===== src/rtl/arb_pkg.sv =====
// Shared constants, state encoding and rotate-priority helper for the
// four-way result-bus arbiter.
package arb_pkg;

  localparam int NUM_REQ = 4;
  localparam int SEL_W   = 2;

  typedef enum logic {
    IDLE  = 1'b0,
    GRANT = 1'b1
  } state_t;

  // Return the first set index of req, searching start, start+1, ... mod 4.
  // Scans from the far end back toward start so the nearest hit wins.
  // Only meaningful when req is non-zero; otherwise start is returned.
  function automatic logic [SEL_W-1:0] rr_pick(
    input logic [NUM_REQ-1:0] req,
    input logic [SEL_W-1:0]   start
  );
    logic [SEL_W-1:0] idx;
    logic [SEL_W-1:0] pick;
    pick = start;
    for (int k = NUM_REQ - 1; k >= 0; k--) begin
      idx = start + SEL_W'(k);
      if (req[idx]) begin
        pick = idx;
      end else begin
        pick = pick;
      end
    end
    return pick;
  endfunction

endpackage


===== src/rtl/mux4to1_16bit.sv =====
// Existing 4-to-1 16-bit data mux used to steer the owner's data onto the bus.
module mux4to1_16bit (
  input  logic [15:0] in0,
  input  logic [15:0] in1,
  input  logic [15:0] in2,
  input  logic [15:0] in3,
  input  logic [1:0]  sel,
  output logic [15:0] out
);

  // Select one of the four inputs by sel.
  always_comb begin
    out = 16'h0000;
    case (sel)
      2'd0:    out = in0;
      2'd1:    out = in1;
      2'd2:    out = in2;
      2'd3:    out = in3;
      default: out = 16'h0000;
    endcase
  end

endmodule


===== src/rtl/rr_bus_arbiter4.sv =====
// Round-robin burst arbiter sharing one registered 16-bit result bus among
// four requesters, with a valid/ready output toward writeback.
module rr_bus_arbiter4
  import arb_pkg::*;
#(
  parameter int DATA_W    = 16,
  parameter int MAX_BURST = 4
) (
  input  logic              clk,
  input  logic              rst_n,
  input  logic [3:0]        req,
  input  logic [DATA_W-1:0] in0,
  input  logic [DATA_W-1:0] in1,
  input  logic [DATA_W-1:0] in2,
  input  logic [DATA_W-1:0] in3,
  input  logic [3:0]        last,
  output logic [3:0]        ack,
  output logic [3:0]        grant,
  output logic [DATA_W-1:0] out_data,
  output logic              out_valid,
  output logic              out_last,
  output logic [1:0]        out_src,
  input  logic              out_ready,
  output logic              busy
);

  localparam logic [3:0] BURST_END = 4'(MAX_BURST - 1);

  state_t           state_r;
  state_t           state_nxt_s;
  logic [SEL_W-1:0] ptr_r;
  logic [SEL_W-1:0] ptr_nxt_s;
  logic [SEL_W-1:0] owner_r;
  logic [SEL_W-1:0] owner_nxt_s;
  logic [3:0]       beat_cnt_r;
  logic [3:0]       beat_cnt_nxt_s;
  logic [3:0]       grant_nxt_s;
  logic [SEL_W-1:0] pick_s;
  logic             req_sel_s;
  logic             last_sel_s;
  logic             load_s;
  logic             end_burst_s;
  logic [15:0]      mux_data_s;

  assign pick_s      = rr_pick(req, ptr_r);
  assign req_sel_s   = req[owner_r];
  assign last_sel_s  = last[owner_r];
  // A beat moves only when the owner has one and the output slot is free or
  // being emptied this same edge; ack therefore never depends on in*.
  assign load_s      = (state_r == GRANT) && req_sel_s && (!out_valid || out_ready);
  assign end_burst_s = load_s && (last_sel_s || (beat_cnt_r == BURST_END));
  assign busy        = (state_r == GRANT);

  mux4to1_16bit u_mux (
    .in0 (in0),
    .in1 (in1),
    .in2 (in2),
    .in3 (in3),
    .sel (owner_r),
    .out (mux_data_s)
  );

  // Acknowledge the owner's beat on the cycle it is captured.
  always_comb begin
    ack = 4'b0000;
    if (load_s) begin
      ack = 4'b0001 << owner_r;
    end else begin
      ack = 4'b0000;
    end
  end

  // Next-state logic: arbitration in IDLE, burst sequencing and release in GRANT.
  always_comb begin
    state_nxt_s    = state_r;
    ptr_nxt_s      = ptr_r;
    owner_nxt_s    = owner_r;
    beat_cnt_nxt_s = beat_cnt_r;
    grant_nxt_s    = grant;
    case (state_r)
      IDLE: begin
        if (|req) begin
          state_nxt_s    = GRANT;
          owner_nxt_s    = pick_s;
          grant_nxt_s    = 4'b0001 << pick_s;
          beat_cnt_nxt_s = 4'd0;
        end else begin
          state_nxt_s = IDLE;
        end
      end
      GRANT: begin
        if (!req_sel_s || end_burst_s) begin
          state_nxt_s = IDLE;
          ptr_nxt_s   = owner_r + 2'd1;
          grant_nxt_s = 4'b0000;
        end else begin
          state_nxt_s = GRANT;
        end
        if (load_s) begin
          beat_cnt_nxt_s = beat_cnt_r + 4'd1;
        end else begin
          beat_cnt_nxt_s = beat_cnt_r;
        end
      end
      default: begin
        state_nxt_s    = IDLE;
        grant_nxt_s    = 4'b0000;
        beat_cnt_nxt_s = 4'd0;
      end
    endcase
  end

  // Control state registers with synchronous active-low reset.
  always_ff @(posedge clk) begin
    if (!rst_n) begin
      state_r    <= IDLE;
      ptr_r      <= 2'd0;
      owner_r    <= 2'd0;
      beat_cnt_r <= 4'd0;
      grant      <= 4'b0000;
    end else begin
      state_r    <= state_nxt_s;
      ptr_r      <= ptr_nxt_s;
      owner_r    <= owner_nxt_s;
      beat_cnt_r <= beat_cnt_nxt_s;
      grant      <= grant_nxt_s;
    end
  end

  // Output register: load a new beat, drain an accepted one, or hold.
  always_ff @(posedge clk) begin
    if (!rst_n) begin
      out_data  <= '0;
      out_valid <= 1'b0;
      out_last  <= 1'b0;
      out_src   <= 2'd0;
    end else if (load_s) begin
      out_data  <= mux_data_s;
      out_valid <= 1'b1;
      out_last  <= last_sel_s;
      out_src   <= owner_r;
    end else if (out_valid && out_ready) begin
      out_valid <= 1'b0;
    end else begin
      out_valid <= out_valid;
    end
  end

endmodule


===== config.mk =====
export PLATFORM = sky130hd
export DESIGN_NAME = rr_bus_arbiter4
export DESIGN_NICKNAME = d
export VERILOG_FILES = /design/src/rtl/arb_pkg.sv /design/src/rtl/mux4to1_16bit.sv /design/src/rtl/rr_bus_arbiter4.sv
export SDC_FILE = /design/constraint.sdc
export NUM_CORES = 1
export LEC_CHECK = 0
export CAP_MARGIN = 5
export CORE_ASPECT_RATIO = 1.75
export CORE_MARGIN = 2
export CORE_UTILIZATION = 30
export CTS_BUF_LIST = sky130_fd_sc_hd__clkbuf_4 sky130_fd_sc_hd__clkbuf_8
export DETAILED_ROUTE_END_ITERATION = 12
export PLACE_DENSITY_LB_ADDON = 0.1
export RECOVER_POWER = 50
export SLEW_MARGIN = 20
export SYNTH_ARGS = -nofsm -noshare
export SYNTH_HDL_FRONTEND = slang
export SYNTH_HIERARCHICAL = 1
export SYNTH_SLANG_ARGS = --single-unit

===== constraint.sdc =====
create_clock -name clk -period 1.8 [get_ports clk]
set_input_delay 0.18 -clock clk [delete_from_list [all_inputs] [get_ports clk]]
set_output_delay 0.18 -clock clk [all_outputs]
set_load 0.01 [all_outputs]

==> qor.json <==
{
  "drt": {
    "wire_per_inst_um": 14.6,
    "routed_wl_um": 5890,
    "drt_first_pass_iters": 5,
    "via_count": 1966,
    "drc": 0,
    "detail_route.iter0.violations": 80,
    "ant_nets": 0,
    "avgViaCountPerCell": 4.87
  },
  "sta": {
    "finalHoldWorstSlack_ns": 0.448,
    "fin_crit_ns": 1.80,
    "final_hold_viol_count": 0,
    "finalSetupViolations": 0,
    "final-max-slew-violation-count": 0,
    "max_slew.worst_pin.slew_ns": 0.444,
    "unrepaired_setup_endpoints_after_global_routing": "true",
    "final_min_period_over_clock_period": 0.998,
    "max-slew-margin-rel": 0.702,
    "setup_tns_ns": 0,
    "post-route-worst-setup-slack_ns": 0.00352,
    "finClkSkew_ns": 0.00846,
    "max_freq_ghz": 0.557
  },
  "finish": {
    "antenna_cells": 0,
    "flow.area_growth_from_synthesis_pct": 70.4,
    "fillCellCount": 604,
    "final_core_utilization": 0.521,
    "design.final.nets": 401,
    "layout.cells.non_filler": 404,
    "postLayoutCellArea_um2": 3380,
    "drive_above_1_share": 0.171
  },
  "yosys": {
    "synthAdderAreaFrac": 0.0315,
    "yosys-mux-area-fraction": 0.214,
    "synth_most_common_cell": "sky130_fd_sc_hd__nand2_1",
    "mappedNetlistArea_um2": 1990,
    "synth.top_cell.area_share": 0.333,
    "synth_compound_gate_area_share": 0.153,
    "synth_async_sr_flop_share": 0,
    "synth_flop_cell": "sky130_fd_sc_hd__dfxtp_1",
    "synth-xor-area-share": 0.00882,
    "post_synth.cell_area_avg_um2": 9.78,
    "synth.largest_area_cell": "sky130_fd_sc_hd__dfxtp_1",
    "number_of_enable_flip_flop_cells_after_synthesis": 0,
    "main_combinational_cell_family_by_area_after_synthesis": "multiplexers",
    "postSynthCellCount": 203,
    "synth_simple_gate_area_share": 0.202,
    "yosys_register_bits": 33,
    "mappedNetlistNets": 283,
    "synth_sequential_area_ratio": 0.333,
    "synth_top_cells_by_area": "sky130_fd_sc_hd__dfxtp_1 33%, sky130_fd_sc_hd__mux4_2 12%, sky130_fd_sc_hd__nand2_1 9.3%, sky130_fd_sc_hd__mux4_1 7.9%, sky130_fd_sc_hd__a21boi_1 7.6%",
    "post_synth_most_frequent_cells": "49 x sky130_fd_sc_hd__nand2_1, 33 x sky130_fd_sc_hd__dfxtp_1, 20 x sky130_fd_sc_hd__a21boi_1",
    "synth_warnings": 6,
    "synthDistinctLibCells": 35
  },
  "die": {
    "die-height_um": 112,
    "placementRows": 39,
    "io_pins": 104,
    "floorplan.core_area_um2": 6490,
    "start_util": 0.306,
    "die-width_um": 65.5,
    "die_area_um2": 7310
  },
  "global_route": {
    "grt_overflow_total": 0,
    "grt_start_max_net_pins": 28,
    "grt_pass1_wl_um": 9420,
    "grt_pass1_vias": 2018,
    "track_usage": 0.166,
    "grt_antenna_before_repair": 0
  },
  "clock_network": {
    "numCtsBuffers": 5,
    "h_tree_lvls": 2,
    "insertion_delay_ns": 0.28,
    "buffer_levels_on_the_longest_clock_path": 2,
    "cts_tree": "done",
    "cts_root_buf": "sky130_fd_sc_hd__clkbuf_8",
    "worst_setup_hold_path_clk_slew_ns": 0.08,
    "clock-sinks": 33
  },
  "worst_hold_path": {
    "worstHoldStart": "out_last$_SDFFE_PN0P_",
    "worst_hold_path.endpoint": "out_last$_SDFFE_PN0P_",
    "hold_path_depth": 2,
    "hold_class": "flip-flop to flip-flop"
  },
  "placement": {
    "gp_congestion": 0.748,
    "pre_cts_slack_ns": -0.434,
    "port_buffers": 103,
    "detailed_place_hpwl_um": 4440,
    "placedCellCount": 394,
    "placedInstanceArea_um2": 3190
  },
  "pwr": {
    "totalPowerFinal_mw": 2.21,
    "peakVddDrop_v": 0.000297,
    "power.density_nw_per_um2": 652,
    "power.leakage_nw": 1.31
  },
  "critical_path": {
    "worst-endpoint-arrival_ns": 1.62,
    "critPathMaxStageDelay_ns": 0.51,
    "setup_slack_on_the_worst_flop_to_flop_path_ns": 0.04,
    "r2r_start": "owner_r[0]$_SDFFE_PN0P_",
    "critPathCaptureType": "output port",
    "cp.required_ns": 1.62,
    "worst_r2r_path_depth": 7,
    "crit_type": "flip-flop to output port",
    "critical-path-top-delay-family": "multiplexers",
    "worstPathBufferInverterCount": 1,
    "regToRegEndpoint": "grant[3]$_SDFFE_PN0P_",
    "setup.worst_path.start_class": "flip-flop",
    "critical_path.cell_chain": "mux4_2 > and3_4 > and2_1 > buf_2",
    "critPathSlowestCell": "sky130_fd_sc_hd__mux4_2",
    "worst-path-max-fanout": 6
  },
  "outcome": {
    "outcome": "finished clean"
  },
  "job": {
    "max_cap_violations": 0
  }
}
cell type report:
class | instances | area, um2 | area share
timing repair buffer | 124 | 1250 | 0.369
clock inverter | 1 | 7.51 | 0.00222
multi-input combinational | 154 | 1260 | 0.374
sequential | 33 | 664 | 0.196
clock buffer | 7 | 83.8 | 0.0248
tap | 82 | 103 | 0.0303
inverter | 3 | 11.3 | 0.00333
worst register-to-register path, stage by stage, from the launching register on:
cell                       delay, ns
sky130_fd_sc_hd__dfxtp_4        0.36
sky130_fd_sc_hd__mux4_2         0.35
sky130_fd_sc_hd__buf_4          0.10
sky130_fd_sc_hd__buf_4          0.13
sky130_fd_sc_hd__o31ai_4        0.09
sky130_fd_sc_hd__nor4_4         0.40
sky130_fd_sc_hd__o21ai_0        0.13
sky130_fd_sc_hd__a21boi_1       0.14
layer usage:
metal	up-vias	wire length, um	global-route usage
met5	-	0	0
met4	0	130	0.0639
met3	7	413	0.0414
met2	84	3260	0.316
met1	913	2080	0.165
li1	962	-	-
state kept, by name, indices dropped and copies added (netlist names):
register	cells
busy	1
out_src	2
owner_r	2
out_data	16
out_valid	1
grant	4
ptr_r	2
beat_cnt_r	4
out_last	1
power by group:
group / leakage [nW] / internal (mW) / switching, mW / total, mW
Clock: 0.0453 / 0.304 / 0.280 / 0.584
Sequential: 0.270 / 0.790 / 0.0375 / 0.828
Combinational: 0.996 / 0.471 / 0.322 / 0.794
placed cells by master (no fill, tap or decap), types with 3 or more instances in the layout:
| master | instances |
|---|---|
| sky130_fd_sc_hd__dlygate4sd3_1 | 24 |
| sky130_fd_sc_hd__a21oi_1 | 3 |
| sky130_fd_sc_hd__dfxtp_1 | 32 |
| sky130_fd_sc_hd__a21boi_1 | 21 |
| sky130_fd_sc_hd__clkbuf_8 | 5 |
| sky130_fd_sc_hd__nand2_1 | 49 |
| sky130_fd_sc_hd__ha_1 | 5 |
| sky130_fd_sc_hd__mux4_1 | 6 |
| sky130_fd_sc_hd__mux4_2 | 11 |
| sky130_fd_sc_hd__nor2_1 | 6 |
| sky130_fd_sc_hd__buf_4 | 16 |
| sky130_fd_sc_hd__inv_1 | 3 |
| sky130_fd_sc_hd__nor2b_1 | 6 |
| sky130_fd_sc_hd__o21ai_0 | 5 |
| sky130_fd_sc_hd__nand3_1 | 5 |
| sky130_fd_sc_hd__a21boi_0 | 4 |
| sky130_fd_sc_hd__o21ai_1 | 4 |
| sky130_fd_sc_hd__nand2b_1 | 3 |
| sky130_fd_sc_hd__clkdlybuf4s50_1 | 75 |
| sky130_fd_sc_hd__and2_1 | 3 |
timing repair:
action,in CTS,in global routing
pin swaps,4,3
cloned,0,2
endpoints found under the setup margin,8,20
buffers inserted,2,0
resized for setup,25,12
hold buffers,0,0
worst max path at each step:
| stage | slack, ns | to | cells after the start | start |
|---|---|---|---|---|
| 2_1_floorplan | 0.05 | ack[0] | 5 | owner_r[0]$_SDFFE_PN0P_ |
| 3_3_place_gp | -0.42 | ack[3] | 5 | req[3] |
| 3_5_place_dp | -0.43 | ack[3] | 5 | req[3] |
| 4_1_cts | -0.01 | ack[2] | 4 | owner_r[0]$_SDFFE_PN0P_ |
| 5_1_grt | -0.05 | ack[2] | 4 | owner_r[0]$_SDFFE_PN0P_ |
| 6_report | 0.004 | ack[2] | 4 | owner_r[0]$_SDFFE_PN0P_ |
cells by family (layout without fill, tap and decap cells):
| family | count (synthesis) | after routing |
|---|---|---|
| mux | 19 | 19 |
| xor+xnor | 2 | 2 |
| compound gates | 43 | 43 |
| simple gates | 85 | 85 |
| buf+inv | 16 | 135 |
| flops | 33 | 33 |
| fa+ha+maj | 5 | 5 |
Note: power is estimated with default switching activity, not from simulation.
